<file path="src/rtl/uart_pkg.sv">
// Shared definitions for the UART blocks.
// Holds the transmit FSM state encoding, the parity_mode codes and a small
// helper that says whether a parity bit is sent for a given mode.
package uart_pkg;

    typedef logic [2:0] state_t;

    localparam state_t ST_IDLE   = 3'd0;
    localparam state_t ST_START  = 3'd1;
    localparam state_t ST_DATA   = 3'd2;
    localparam state_t ST_PARITY = 3'd3;
    localparam state_t ST_STOP   = 3'd4;

    // Code 2'b11 is also "no parity"; only the two codes below enable it.
    localparam logic [1:0] PAR_NONE = 2'b00;
    localparam logic [1:0] PAR_EVEN = 2'b01;
    localparam logic [1:0] PAR_ODD  = 2'b10;

    function automatic logic parity_enabled(input logic [1:0] mode);
        return (mode == PAR_EVEN) || (mode == PAR_ODD);
    endfunction

endpackage

</file>
<file path="src/rtl/uart_baud_tick.sv">
// Bit-period timer shared by the UART transmitter and receiver.
// Down-counter reloaded with max(div,1)-1; tick is high during the last clk
// cycle of every bit period.
//   clk     : system clock
//   reset   : asynchronous, active-high
//   restart : reload the counter now (start of a new frame)
//   div     : clk cycles per bit, 0 behaves as 1
//   tick    : last cycle of the current bit period
module uart_baud_tick #(
    parameter int DIV_W = 16
) (
    input  logic             clk,
    input  logic             reset,
    input  logic             restart,
    input  logic [DIV_W-1:0] div,
    output logic             tick
);

    logic [DIV_W-1:0] cnt;
    logic [DIV_W-1:0] reload;

    assign reload = (div == '0) ? '0 : div - DIV_W'(1);

    always_ff @(posedge clk or posedge reset) begin
        if (reset) begin
            cnt <= '0;
        end else if (restart || (cnt == '0)) begin
            cnt <= reload;
        end else begin
            cnt <= cnt - DIV_W'(1);
        end
    end

    assign tick = (cnt == '0);

endmodule

</file>
<file path="src/rtl/uart_tx_core.sv">
// UART transmitter core: serialises one latched payload per frame as
// start, DATA_W data bits (LSB first), optional parity, one or two stops.
//   clk, reset   : system clock, asynchronous active-high reset
//   baud_div     : clk cycles per bit (0 behaves as 1)
//   parity_mode  : 00/11 none, 01 even, 10 odd
//   stop2        : 1 selects two stop bits
//   tx_data      : payload, taken when tx_valid && tx_ready
//   tx_ready     : high only while idle and out of reset
//   txd          : serial line, idle high
//   busy         : inverse of tx_ready
//   tx_done      : pulse in the final cycle of the last stop bit
//
// state     | meaning
// ST_IDLE   | line high, waiting for a transfer
// ST_START  | start bit (low)
// ST_DATA   | data bits, LSB first
// ST_PARITY | parity bit, only when enabled by the latched mode
// ST_STOP   | one or two high stop bits
module uart_tx_core
    import uart_pkg::*;
#(
    parameter int DATA_W = 8,
    parameter int DIV_W  = 16
) (
    input  logic              clk,
    input  logic              reset,
    input  logic [DIV_W-1:0]  baud_div,
    input  logic [1:0]        parity_mode,
    input  logic              stop2,
    input  logic [DATA_W-1:0] tx_data,
    input  logic              tx_valid,
    output logic              tx_ready,
    output logic              txd,
    output logic              busy,
    output logic              tx_done
);

    localparam int BIT_W = $clog2(DATA_W);
    localparam logic [BIT_W-1:0] LAST_BIT = BIT_W'(DATA_W - 1);

    state_t            state;
    logic              armed;
    logic [DATA_W-1:0] shift_q;
    logic [DIV_W-1:0]  div_q;
    logic              par_en_q;
    logic              par_bit_q;
    logic              stop2_q;
    logic              stop_idx;
    logic [BIT_W-1:0]  bit_idx;
    logic              txd_q;

    logic              transfer;
    logic              tick;
    logic [DIV_W-1:0]  tick_div;

    // armed keeps tx_ready low while reset is held and for no longer:
    // it sets on the first edge after release.
    assign tx_ready = (state == ST_IDLE) && armed;
    assign busy     = ~tx_ready;
    assign transfer = tx_valid && tx_ready;
    assign txd      = txd_q;
    assign tx_done  = (state == ST_STOP) && tick && (stop_idx == stop2_q);

    // The counter reloads on the transfer edge, before div_q holds the new
    // divisor, so the live input is used while idle.
    assign tick_div = (state == ST_IDLE) ? baud_div : div_q;

    uart_baud_tick #(
        .DIV_W (DIV_W)
    ) u_baud_tick (
        .clk     (clk),
        .reset   (reset),
        .restart (transfer),
        .div     (tick_div),
        .tick    (tick)
    );

    // txd is registered and loaded with the value of the bit being entered,
    // so the line is glitch-free.
    always_ff @(posedge clk or posedge reset) begin
        if (reset) begin
            state     <= ST_IDLE;
            armed     <= 1'b0;
            shift_q   <= '0;
            div_q     <= '0;
            par_en_q  <= 1'b0;
            par_bit_q <= 1'b0;
            stop2_q   <= 1'b0;
            stop_idx  <= 1'b0;
            bit_idx   <= '0;
            txd_q     <= 1'b1;
        end else begin
            armed <= 1'b1;
            case (state)
                ST_IDLE: begin
                    txd_q <= 1'b1;
                    if (transfer) begin
                        shift_q   <= tx_data;
                        div_q     <= baud_div;
                        par_en_q  <= parity_enabled(parity_mode);
                        par_bit_q <= (^tx_data) ^ (parity_mode == PAR_ODD);
                        stop2_q   <= stop2;
                        stop_idx  <= 1'b0;
                        bit_idx   <= '0;
                        txd_q     <= 1'b0;
                        state     <= ST_START;
                    end
                end
                ST_START: begin
                    if (tick) begin
                        txd_q <= shift_q[0];
                        state <= ST_DATA;
                    end
                end
                ST_DATA: begin
                    if (tick) begin
                        if (bit_idx == LAST_BIT) begin
                            bit_idx <= '0;
                            txd_q   <= par_en_q ? par_bit_q : 1'b1;
                            state   <= par_en_q ? ST_PARITY : ST_STOP;
                        end else begin
                            bit_idx <= bit_idx + BIT_W'(1);
                            shift_q <= shift_q >> 1;
                            txd_q   <= shift_q[1];
                        end
                    end
                end
                ST_PARITY: begin
                    if (tick) begin
                        txd_q <= 1'b1;
                        state <= ST_STOP;
                    end
                end
                ST_STOP: begin
                    txd_q <= 1'b1;
                    if (tick) begin
                        if (stop_idx == stop2_q) begin
                            stop_idx <= 1'b0;
                            state    <= ST_IDLE;
                        end else begin
                            stop_idx <= 1'b1;
                        end
                    end
                end
                default: begin
                    txd_q <= 1'b1;
                    state <= ST_IDLE;
                end
            endcase
        end
    end

endmodule

</file>
<file path="config.mk">
export PLATFORM = sky130hd
export DESIGN_NAME = uart_tx_core
export DESIGN_NICKNAME = d
export VERILOG_FILES = /design/src/rtl/uart_pkg.sv /design/src/rtl/uart_baud_tick.sv /design/src/rtl/uart_tx_core.sv
export SDC_FILE = /design/constraint.sdc
export NUM_CORES = 1
export LEC_CHECK = 0
export ABC_CLOCK_PERIOD_IN_PS = 7430
export CORE_MARGIN = 2
export CORE_UTILIZATION = 60
export DETAILED_ROUTE_END_ITERATION = 10
export DONT_BUFFER_PORTS = 1
export PLACE_DENSITY = 0.87
export SYNTH_ARGS = -nofsm -noshare
export SYNTH_HDL_FRONTEND = slang
export SYNTH_HIERARCHICAL = 1
export SYNTH_SLANG_ARGS = --single-unit
</file>
<file path="constraint.sdc">
create_clock -name clk -period 7.43 [get_ports clk]
set_input_delay 2.229 -clock clk [delete_from_list [all_inputs] [get_ports clk]]
set_output_delay 2.229 -clock clk [all_outputs]
set_load 0.02 [all_outputs]
</file>
==> results by group <==
STA
  • Slew of the pin with the lowest slew margin: 1070 ps
  • PnR worst setup slack: 2720 ps
  • Setup tns final: 0 ps
  • Period utilization: 63.4%
  • Slew margin rel.: 28.9%
  • Period minus WS final: 4710 ps
  • Max Transition Viols Final: 0
  • Fin. Hold Viols: 0
  • RSZ-0062 raised after global routing: false
  • Fmax: 212 MHz
  • Final setup viols: 0
  • Clk_skew: 5.90 ps
  • Hold Worst Slack: 502 ps

Setup path
  • Kind of critical path: flip-flop to primary output
  • R2R Setup Slk: 3720 ps
  • Crit path max fanout: 7
  • Type of origin of the critical path: flip-flop
  • Worst EP arrival: 2480 ps
  • Critical path capture point type: primary output
  • CP max stage delay: 440 ps
  • Crit-path cells: or3_4 -> nor4b_4 -> and4b_2 -> nand2_1 -> nor2b_1
  • Slowest-stage cell, CP: nor4b_4
  • Req. time, crit path: 5200 ps

Synth
  • Post-Synth XOR/XNOR Area: 8.48%
  • Top cell type's share of synthesized area: 39.2%
  • Synthesized flop and latch total: 52
  • Top post-synthesis cells by area: dfrtp_1, mux2_2, xnor2_1, xor2_1, o21ai_0
  • Netlist cell types: 61
  • Count leader, synth: dfrtp_1
  • Post-synthesis mux area share: 14.9%
  • Synth Area per Inst: 10.5 um2
  • Post-synth top cells: dfrtp_1, mux2_2, nor2_1
  • Post-synth top area cell: dfrtp_1
  • Post-Synth Simple-Gate Area: 18.2%
  • Compound-Gate Fraction of Synth Area: 11.9%
  • Mapped Area: 3260 um2
  • Syn Nets: 348
  • Post-Synth Adder-Cell Area: 2.69%
  • Prevailing post-synth register cell: dfrtp_1
  • Share of flip-flops with an asynchronous set or reset: 100%
  • Post-Synthesis Cells: 311
  • Part of the Yosys area used for sequential elements: 40.0%
  • Combinational family with the most area after synthesis: simple AND/OR/NAND/NOR gates
  • Yosys warns: 6
  • EDFF count, synth: 0

Die
  • Die Span Y: 77.7 um
  • Row cnt: 26
  • # IOs: 34
  • Die Wd: 77.7 um
  • Core area: 5170 um2
  • Initial Util: 63.0%
  • Die Area: 6040 um2

Power and ir drop
  • Leakage Power: 1.34 nW
  • Worst vdd ir: 0.230 mV
  • Pwr Density: 408 nW/um2

Global route
  • Initial antenna violation count: 0
  • Vias in the first global route: 2383
  • Largest net degree at the start of global routing: 37
  • First-pass GRT wire length: 11.3 mm
  • Gr ovfl total: 0
  • Global-route total usage across every layer: 24.0%

Detailed routing
  • Post-route antenna net violation count: 0
  • DR vias/cell: 6.15
  • Vias after detailed routing: 2323
  • DRC viols: 0
  • Pre-Repair DR Iteration Count: 4
  • Initial DRC Count: 178
  • Routed WL per cell: 17.1 um
  • Routed WL: 6.45 mm

Clock tree
  • Total CTS buffers: 5
  • CTS tree: yes
  • CTS Root Cell: clkbuf_8
  • H-tree depth: 2
  • Clock Sinks: 52
  • Post CTS Setup Buffer Count: 0
  • Cts repair resizes: 0
  • Skew-Pair Late Insertion Delay: 300 ps
  • Max clock buf depth: 2
  • Hold_buf cts: 0
  • Clock transition at path regs: 90 ps

Finish
  • Multi-input gate area: 1830 um2
  • Final core occ: 65.2%
  • Final non-filler cell total: 378
  • P&R area growth vs syn: 3.45%
  • Layout cells sized above 1: 22.4%
  • Filler Cells Inserted: 407
  • ANT cells: 0
  • Final nets: 344
  • Register Area: 1300 um2

Run
  • Max_cap viols: 0

Place
  • GPL Wtd Cong: 0.886
  • Dpl cells: 370
  • DP Wirelength: 4.79 mm
  • Placement Setup Slack: 2970 ps
  • Port bufs: 0

Outcome
  • Status: finished clean

Worst hold path
  • Hold Path Class: flip-flop to flip-flop
[worst max-delay path: cells and delay by family, from the launching register on]
kind             cells  cell delay (ps)
and+or+nand+nor      5             1750
DFF                  1              420
[logic make-up after synthesis]
logic type / count (synthesis)
muxes: 44
xor gates and xnor gates: 30
adders and majority gates: 7
DFF: 52
buffers and inverters: 25
other: 1
AOI/OAI and AO/OA: 56
and+or+nand+nor: 96
[final timing paths]
path | startpoint | end | cells after the start
hold / removal | bit_idx[1] | bit_idx[1] | 2
max in group asynchronous | reset | u_baud_tick/cnt[2] | 1
setup / recovery | u_baud_tick/cnt[8] | tx_done | 5
min in group asynchronous | reset | u_baud_tick/cnt[1] | 1
setup reg to reg | state[1] | u_baud_tick/cnt[7] | 8
hold reg to reg | bit_idx[1] | bit_idx[1] | 2
[metal layers]
metal	vias up	share of wire [%]	global-route usage, %
met1	1137	43	31.7
met5	-	0	0
met2	62	49	38.1
met4	0	2.7	10.4
li1	1112	-	-
met3	12	5.3	5.23
[cell usage in the layout, fill, tap and decap left out, drive strengths merged, types with 2 or more instances in the layout]
cell,n
nor2b,2
o21ai,20
a221oi,2
nor4,8
clkinv,2
nor3b,2
nor2,25
nor3,5
and4b,3
nand2,15
a21oi,15
a31o,2
mux2i,7
nor4b,2
dfrtp,51
clkbuf,6
o31ai,2
xor2,11
xnor2,18
nand3b,3
or3,4
a31oi,5
inv,13
and2,2
ha,7
a21o,2
mux2,37
nand3,17
[final cells by class]
type | instances | area share [%]
clock buffers | 6 | 2.45
clock inverters | 2 | 0.297
inverters | 13 | 1.45
multi-input cells | 234 | 54.4
flip-flops and latches | 52 | 38.6
well taps | 70 | 2.60
repair buffers | 1 | 0.223
[report_power, final]
part | leakage, nW | switching, W | internal, W
combinational | 0.670 | 0.000341 | 0.000317
sequential | 0.622 | 0.000131 | 0.000419
clock | 0.0510 | 0.0000922 | 0.0000745
total | 1.34 | 0.000564 | 0.000811
[state kept, by name (all words and copies together), names as in the netlist]
name / count
par_bit_q: 1
stop2_q: 1
stop_idx: 1
state: 3
armed: 1
bit_idx: 3
div_q: 16
shift_q: 8
txd: 1
u_baud_tick/cnt: 16
par_en_q: 1
[metrics by stage]
stage / cell area [um2] / power (W)
2_1_floorplan: 3260 / 0.00108
3_3_place_gp: 3280 / 0.00118
3_5_place_dp: 3280 / 0.00121
4_1_cts: 3370 / 0.00138
5_1_grt: 3370 / 0.00149
6_report: 3370 / 0.00138
Power figures use the tool's default switching activity.
